--- src/rtl/ram_bank_sel.sv ---
// ram_bank_sel: registered RAM bank-select sequencer.
// Accepts a start address and beat count, then drives one one-hot bank select
// per enabled cycle, auto-incrementing the address with optional wrap-around.
module ram_bank_sel #(
  parameter int unsigned ADDR_W = 4,
  parameter int unsigned LEN_W  = 4
) (
  input  logic                   clk,
  input  logic                   rst,
  input  logic                   req_valid,
  output logic                   req_ready,
  input  logic [ADDR_W-1:0]      req_addr,
  input  logic [LEN_W-1:0]       req_len,
  input  logic                   req_wrap,
  input  logic                   en,
  output logic [(1<<ADDR_W)-1:0] sel,
  output logic                   sel_valid,
  output logic [ADDR_W-1:0]      cur_addr,
  output logic                   busy,
  output logic                   done,
  output logic                   trunc
);

  localparam int unsigned SEL_W = 1 << ADDR_W;
  localparam logic [ADDR_W-1:0] TOP_ADDR = {ADDR_W{1'b1}};

  typedef enum logic {
    IDLE  = 1'b0,
    BURST = 1'b1
  } state_e;

  state_e            state_q, state_d;
  logic [ADDR_W-1:0] addr_q, addr_d;
  logic [LEN_W-1:0]  cnt_q, cnt_d;
  logic              wrap_q, wrap_d;
  logic              ready_q, ready_d;
  logic [SEL_W-1:0]  sel_q, sel_d;
  logic              sel_valid_q, sel_valid_d;
  logic [ADDR_W-1:0] cur_addr_q, cur_addr_d;
  logic              done_q, done_d;
  logic              trunc_q, trunc_d;

  logic              cut_c;
  logic              last_c;

  // A burst is cut short when it reaches the top address with beats left and no wrap.
  assign cut_c  = !wrap_q && (addr_q == TOP_ADDR) && (cnt_q != '0);
  assign last_c = (cnt_q == '0) || cut_c;

  // Next-state and registered-output logic.
  always_comb begin
    state_d     = state_q;
    addr_d      = addr_q;
    cnt_d       = cnt_q;
    wrap_d      = wrap_q;
    ready_d     = ready_q;
    sel_d       = '0;
    sel_valid_d = 1'b0;
    cur_addr_d  = cur_addr_q;
    done_d      = 1'b0;
    trunc_d     = 1'b0;

    unique case (state_q)
      IDLE: begin
        ready_d = 1'b1;
        if (req_valid && ready_q) begin
          addr_d  = req_addr;
          cnt_d   = req_len;
          wrap_d  = req_wrap;
          ready_d = 1'b0;
          state_d = BURST;
        end
      end
      BURST: begin
        if (en) begin
          sel_d       = SEL_W'(1) << addr_q;
          sel_valid_d = 1'b1;
          cur_addr_d  = addr_q;
          addr_d      = addr_q + ADDR_W'(1);
          cnt_d       = cnt_q - LEN_W'(1);
          if (last_c) begin
            done_d  = 1'b1;
            trunc_d = cut_c;
            ready_d = 1'b1;
            state_d = IDLE;
          end
        end
      end
      default: state_d = IDLE;
    endcase
  end

  // State and output registers, cleared asynchronously.
  always_ff @(posedge clk or posedge rst) begin
    if (rst) begin
      state_q     <= IDLE;
      addr_q      <= '0;
      cnt_q       <= '0;
      wrap_q      <= 1'b0;
      ready_q     <= 1'b0;
      sel_q       <= '0;
      sel_valid_q <= 1'b0;
      cur_addr_q  <= '0;
      done_q      <= 1'b0;
      trunc_q     <= 1'b0;
    end else begin
      state_q     <= state_d;
      addr_q      <= addr_d;
      cnt_q       <= cnt_d;
      wrap_q      <= wrap_d;
      ready_q     <= ready_d;
      sel_q       <= sel_d;
      sel_valid_q <= sel_valid_d;
      cur_addr_q  <= cur_addr_d;
      done_q      <= done_d;
      trunc_q     <= trunc_d;
    end
  end

  assign req_ready = ready_q;
  assign sel       = sel_q;
  assign sel_valid = sel_valid_q;
  assign cur_addr  = cur_addr_q;
  assign busy      = (state_q == BURST);
  assign done      = done_q;
  assign trunc     = trunc_q;

endmodule

--- config.mk ---
export PLATFORM = sky130hd
export DESIGN_NAME = ram_bank_sel
export DESIGN_NICKNAME = d
export VERILOG_FILES = /design/src/rtl/ram_bank_sel.sv
export SDC_FILE = /design/constraint.sdc
export NUM_CORES = 1
export LEC_CHECK = 0
export BUFFER_PORTS_ARGS = -buffer_cell sky130_fd_sc_hd__buf_2
export CORE_MARGIN = 1.5
export CORE_UTILIZATION = 55
export DETAILED_ROUTE_END_ITERATION = 10
export PLACE_DENSITY = 0.83
export SLEW_MARGIN = 15
export SYNTH_ARGS = -nofsm -noshare
export SYNTH_HDL_FRONTEND = slang
export SYNTH_SLANG_ARGS = --single-unit
--- constraint.sdc ---
create_clock -name clk -period 2.1 [get_ports clk]
set_input_delay 0.42 -clock clk [delete_from_list [all_inputs] [get_ports clk]]
set_output_delay 0.42 -clock clk [all_outputs]
set_load 0.02 [all_outputs]
# == Yosys cells after proc, flatten, opt, wreduce, memory -nomap -nowiden ==
# Cells that the tools add are included.
# word_totals
register_bits,34
inputBits,13
out_inout_bits,25
word_cells,53
# op_classes
add_sub_neg,2
n_eq_ne,4
shifts,1
mux,24
bitwise_logic,1
n_reduce_logical,11
# op_table
operator,count
16-bit 2-to-1 mux,2
4-bit 2-to-1 mux,4
4-bit one-hot mux with 2 select lines,2
"1-bit by 4-bit << shifter with 16-bit output, first input constant",1
1-bit 2-to-1 mux,14
2-bit AND reduction,4
"4-bit by 1-bit adder with 4-bit output, second input constant",1
"4-bit == test, second input constant",1
4-bit zero test,1
"2-bit != test, second input constant",2
1-bit one-hot mux with 2 select lines,2
4-bit nonzero test,1
"4-bit by 1-bit subtractor with 4-bit output, second input constant",1
1-bit logical AND,3
"2-bit by 1-bit != test with 1-bit output, second input constant",1
1-bit zero test,1
1-bit logical OR,1
1-bit NOT,1

# == Longest topological paths before layout ==
# logic_depth
word_depth,7
mapped_depth,5
ltp_nobuf,5

# == Worst setup path after synthesis ==
# OpenSTA, ideal clock, no wires.
# synth_path
kind,register to register
startpoint,register addr_q[0]
endpoint,"register ready_q, in the netlist req_ready"
arrival_time_ps,1245
required_ps,1976
path_slack_ps,731
path_stages_with_launch,5
n_path_buf,0
cell_sequence,dfrtp_1 > ha_1 > and4b_4 > o21a_1 > o31a_1
# synth_between
elab_chain_len,6
# synth_rtl
element,line,source
from (decl),33,"logic [ADDR_W-1:0] addr_q, addr_d;"
from (signal assigned),108,addr_q <= addr_d;
4-bit == test,47,assign cut_c = !wrap_q && (addr_q == TOP_ADDR) && (cnt_q != '0);
1-bit logical AND (2 in series),47,
1-bit logical OR,48,assign last_c = (cnt_q == '0) || cut_c;
2-bit by 1-bit != test with 1-bit output (no line),n/a,
2-bit AND reduction (no line),n/a,
to (signal assigned),111,ready_q <= ready_d;
to (decl),36,"logic ready_q, ready_d;"
# No other way between the ends.
# A chain may end at the register's enable or synchronous reset.

# == Worst setup path in the final report ==
# layout_path
startpoint,"register state_q, in the netlist busy"
endpoint,output busy
# layout_rtl
element,line,source
from (decl),32,"state_e state_q, state_d;"
from (signal assigned),107,state_q <= state_d;
to (decl),19,"output logic busy,"
# No word-level cell between the ends.

==> flow_summary_export.csv <==
group,metric,value,unit
global_routing,grt_use_total,21.1,%
sta,setup_slack,0.520,ns
synth,synthCells,118,
sta,post-route-min-period,1.58,ns
power_and_ir_drop,pwr-share-comb,37.1,%
floorplan,coreArea,2500,um2
power_and_ir_drop,power.share.sequential,42.2,%
setup_path,end_kind,"primary output",
clock_tree,htree_levels,2,
synth,syn_area,1460,um2
detailed_routing,vias_per_cell,5.35,
min_path,hold_class,"input port to asynchronous set/reset pin",
power_and_ir_drop,cell_internal_pwr,1.49,mW
clock_tree,cts_tree,"built",
setup_path,cp_top_family,"flip-flops",
clock_tree,cts_buffer_depth,2,
run,maxCapViolCount,0,
detailed_routing,ant_nets,0,
detailed_routing,drt_iter0_drc,12,
sta,setup_viol,0,
clock_tree,clk_latency,0.35,ns
setup_path,critPathMaxFanout,11,
final_layout,final_nets,179,
setup_path,critPathMaxStageDelay,0.58,ns
synth,muxShareOfSynthArea,1.37,%
setup_path,critPathBufInv,1,
synth,avgSynthCellArea,12.4,um2
sta,grt_setup_unrepaired,"no",
power_and_ir_drop,swShare,37.9,%
sta,worst_slew_pin_slew,0.414,ns
placement,place_congestion,0.749,
placement,place_ws,0.660,ns
global_routing,grt-ovfl-total,0,
synth,synth_fa_ha_area_share,5.98,%
floorplan,die_w,54.6,um
final_layout,diodes,0,
clock_tree,postCtsHoldBufs,0,
synth,synth-xor-area-share,0,%
final_layout,final_cell_mix,"buf_2 (37), dfrtp_1 (34), nand2_1 (11), inv_1 (8)",
synth,synth_top_family_by_area,"simple AND/OR/NAND/NOR gates",
synth,synthSimpleGateAreaFrac,19.2,%
floorplan,fp-row-count,18,
setup_path,worstPathRequired,1.68,ns
sta,finalClockSkew,0.00975,ns
synth,synth_compound_area_share,10.3,%
clock_tree,cts_root_buf,"clkbuf_4",
synth,syn_nets,138,
placement,dp_hpwl,1.94,mm
power_and_ir_drop,clockPowerShare,20.7,%
power_and_ir_drop,p_sw,0.905,mW
setup_path,cp.arrival,1.16,ns
clock_tree,post_cts_resized,0,
floorplan,die_h,54.6,um
clock_tree,clkTransAtPathRegs,0.10,ns
sta,max_freq,633,MHz
clock_tree,cts_sinks,34,
sta,period_share,75.2,%
floorplan,die_area,2980,um2
sta,tns,0,ns
clock_tree,numCtsBuffers,5,
sta,finalHoldViolations,0,
clock_tree,post_cts_buffers,0,
global_routing,grt_pass1_vias,949,
power_and_ir_drop,p_leak,0.988,nW
setup_path,crit_type,"flip-flop to primary output",
detailed_routing,vias,1011,
power_and_ir_drop,cellPowerDensity,1380,nW/um2
detailed_routing,post-route-drc-count,0,
synth,yosysSeqAreaShare,58.1,%
global_routing,grt_max_degree,35,
setup_path,critPathSlowestCell,"dfrtp_1",
final_layout,nFillCells,178,
synth,yosysWarnings,0,
final_layout,final_common_cell,"buf_2",
global_routing,antenna_found_initial,0,
detailed_routing,wl,2.73,mm
floorplan,top_level_ports,38,
final_layout,syn_to_final_growth,18.7,%
power_and_ir_drop,ir_drop,1.18,mV
floorplan,initial_core_util,58.6,%
setup_path,crit_chain,"buf_2",
global_routing,grt_pass1_wl,4.26,mm
status,status,"completed",
synth,synth-seq-cells,34,
synth,yosysUniqueCellTypes,33,
final_layout,utilization,69.5,%
detailed_routing,wl_per_cell,14.4,um
sta,final_max_slew_viol_count,0,
setup_path,critPathLaunchType,"flip-flop",
final_layout,drive_gt1_share,38.4,%
detailed_routing,drt_pass1_iterations,4,
placement,numPortBuffers,37,
sta,slew_headroom,72.4,%
-- flip-flops by register name, indices dropped and copies added, names as in the netlist --
signal     cells
addr_q         4
done           1
req_ready      1
cur_addr       4
sel_valid      1
trunc          1
wrap_q         1
busy           1
cnt_q          4
sel           16
-- cells by family (layout without fill, tap and decap cells) --
group,Yosys count,in the layout
buffers and inverters,13,54
multiplexers,2,2
AND/OR/NAND/NOR,45,45
AO/OA/AOI/OAI,17,17
flip-flops,34,34
adder cells (fa/ha/maj),7,7
-- worst paths after layout --
check | end | from | slack (ns) | cells past startpoint
max | busy | busy$_DFF_PP0_ | 0.52 | 1
min | trunc$_DFF_PP0_ | rst | 0.14 | 3
max reg2reg | req_ready$_DFFE_PP0P_ | addr_q[0]$_DFFE_PP0P_ | 0.63 | 4
min reg2reg | cur_addr[2]$_DFFE_PP0P_ | cur_addr[2]$_DFFE_PP0P_ | 0.50 | 2
max in group asynchronous | sel[15]$_DFF_PP0_ | rst | 1.66 | 3
min in group clk | wrap_q$_DFFE_PP0P_ | req_wrap | 0.27 | 3
-- synthesized netlist by cell type --
master     n  share of area, %
o21ai_1    1              0.34
a21o_1     1              0.51
nor2b_1    1              0.43
nand3_1    1              0.34
nor2_2     2              0.85
nand2_1   11               2.8
inv_1      8               2.1
a211oi_2   1              0.85
buf_6      2               1.5
a31oi_1    1              0.43
and2_1     4               1.7
dfrtp_1   34                58
o22ai_1    1              0.43
nor3_1     2              0.68
o21ai_0    2              0.68
o221a_1    4               3.1
nor3b_1    3               1.5
a21oi_1    1              0.34
and3_1     7               3.0
o21a_1     1              0.51
nand3b_4   1               1.4
buf_4      2               1.0
and3_2     6               3.1
mux2i_1    2               1.4
o31a_1     1              0.60
a221oi_2   2               2.1
nand2_4    1              0.77
ha_1       7               6.0
and3b_2    1              0.68
nor2_1     4               1.0
clkinv_2   1              0.34
and4b_4    1              0.94
a211oi_1   1              0.51
-- layout make-up --
| class | count | area (um2) | share of cell area [%] |
|---|---|---|---|
| Timing Repair Buffer | 38 | 193 | 11.1 |
| Clock buffer | 6 | 51.3 | 2.95 |
| Sequential cell | 34 | 851 | 49.0 |
| Multi-Input combinational cell | 71 | 541 | 31.1 |
| Inverter | 9 | 35.0 | 2.02 |
| Tap cell | 30 | 37.5 | 2.16 |
| Clock inverter | 1 | 30.0 | 1.73 |
-- power by group through the flow --
stage	clock network, mW	registers [mW]	logic (mW)
after floorplan	0	1.09	0.586
after global placement	0	1.00	0.849
after detailed placement	0	1.02	0.891
after CTS	0.505	1.01	0.894
after global routing	0.531	1.04	0.970
final	0.495	1.01	0.887
-- routing by layer --
layer	routed length [um]	vias up	part of all wire [%]	global-route usage, %
met3	177	4	6.5	9.29
met4	30	0	1.1	8.75
met1	1190	481	44	26.0
met5	0	-	0	0
met2	1330	38	49	32.1
li1	-	488	-	-
-- per-stage QoR --
stage | total power [mW] | hold WS, ns | instances | area, um2
after floorplan | 1.68 | 0.438 | 118 | 1460
after global placement | 1.85 | 0.457 | 182 | 1660
after detailed placement | 1.91 | 0.471 | 182 | 1660
after CTS | 2.41 | 0.152 | 189 | 1740
after global routing | 2.54 | 0.169 | 189 | 1740
final | 2.39 | 0.144 | 189 | 1740
No activity file was read; power rests on OpenSTA's default activity.
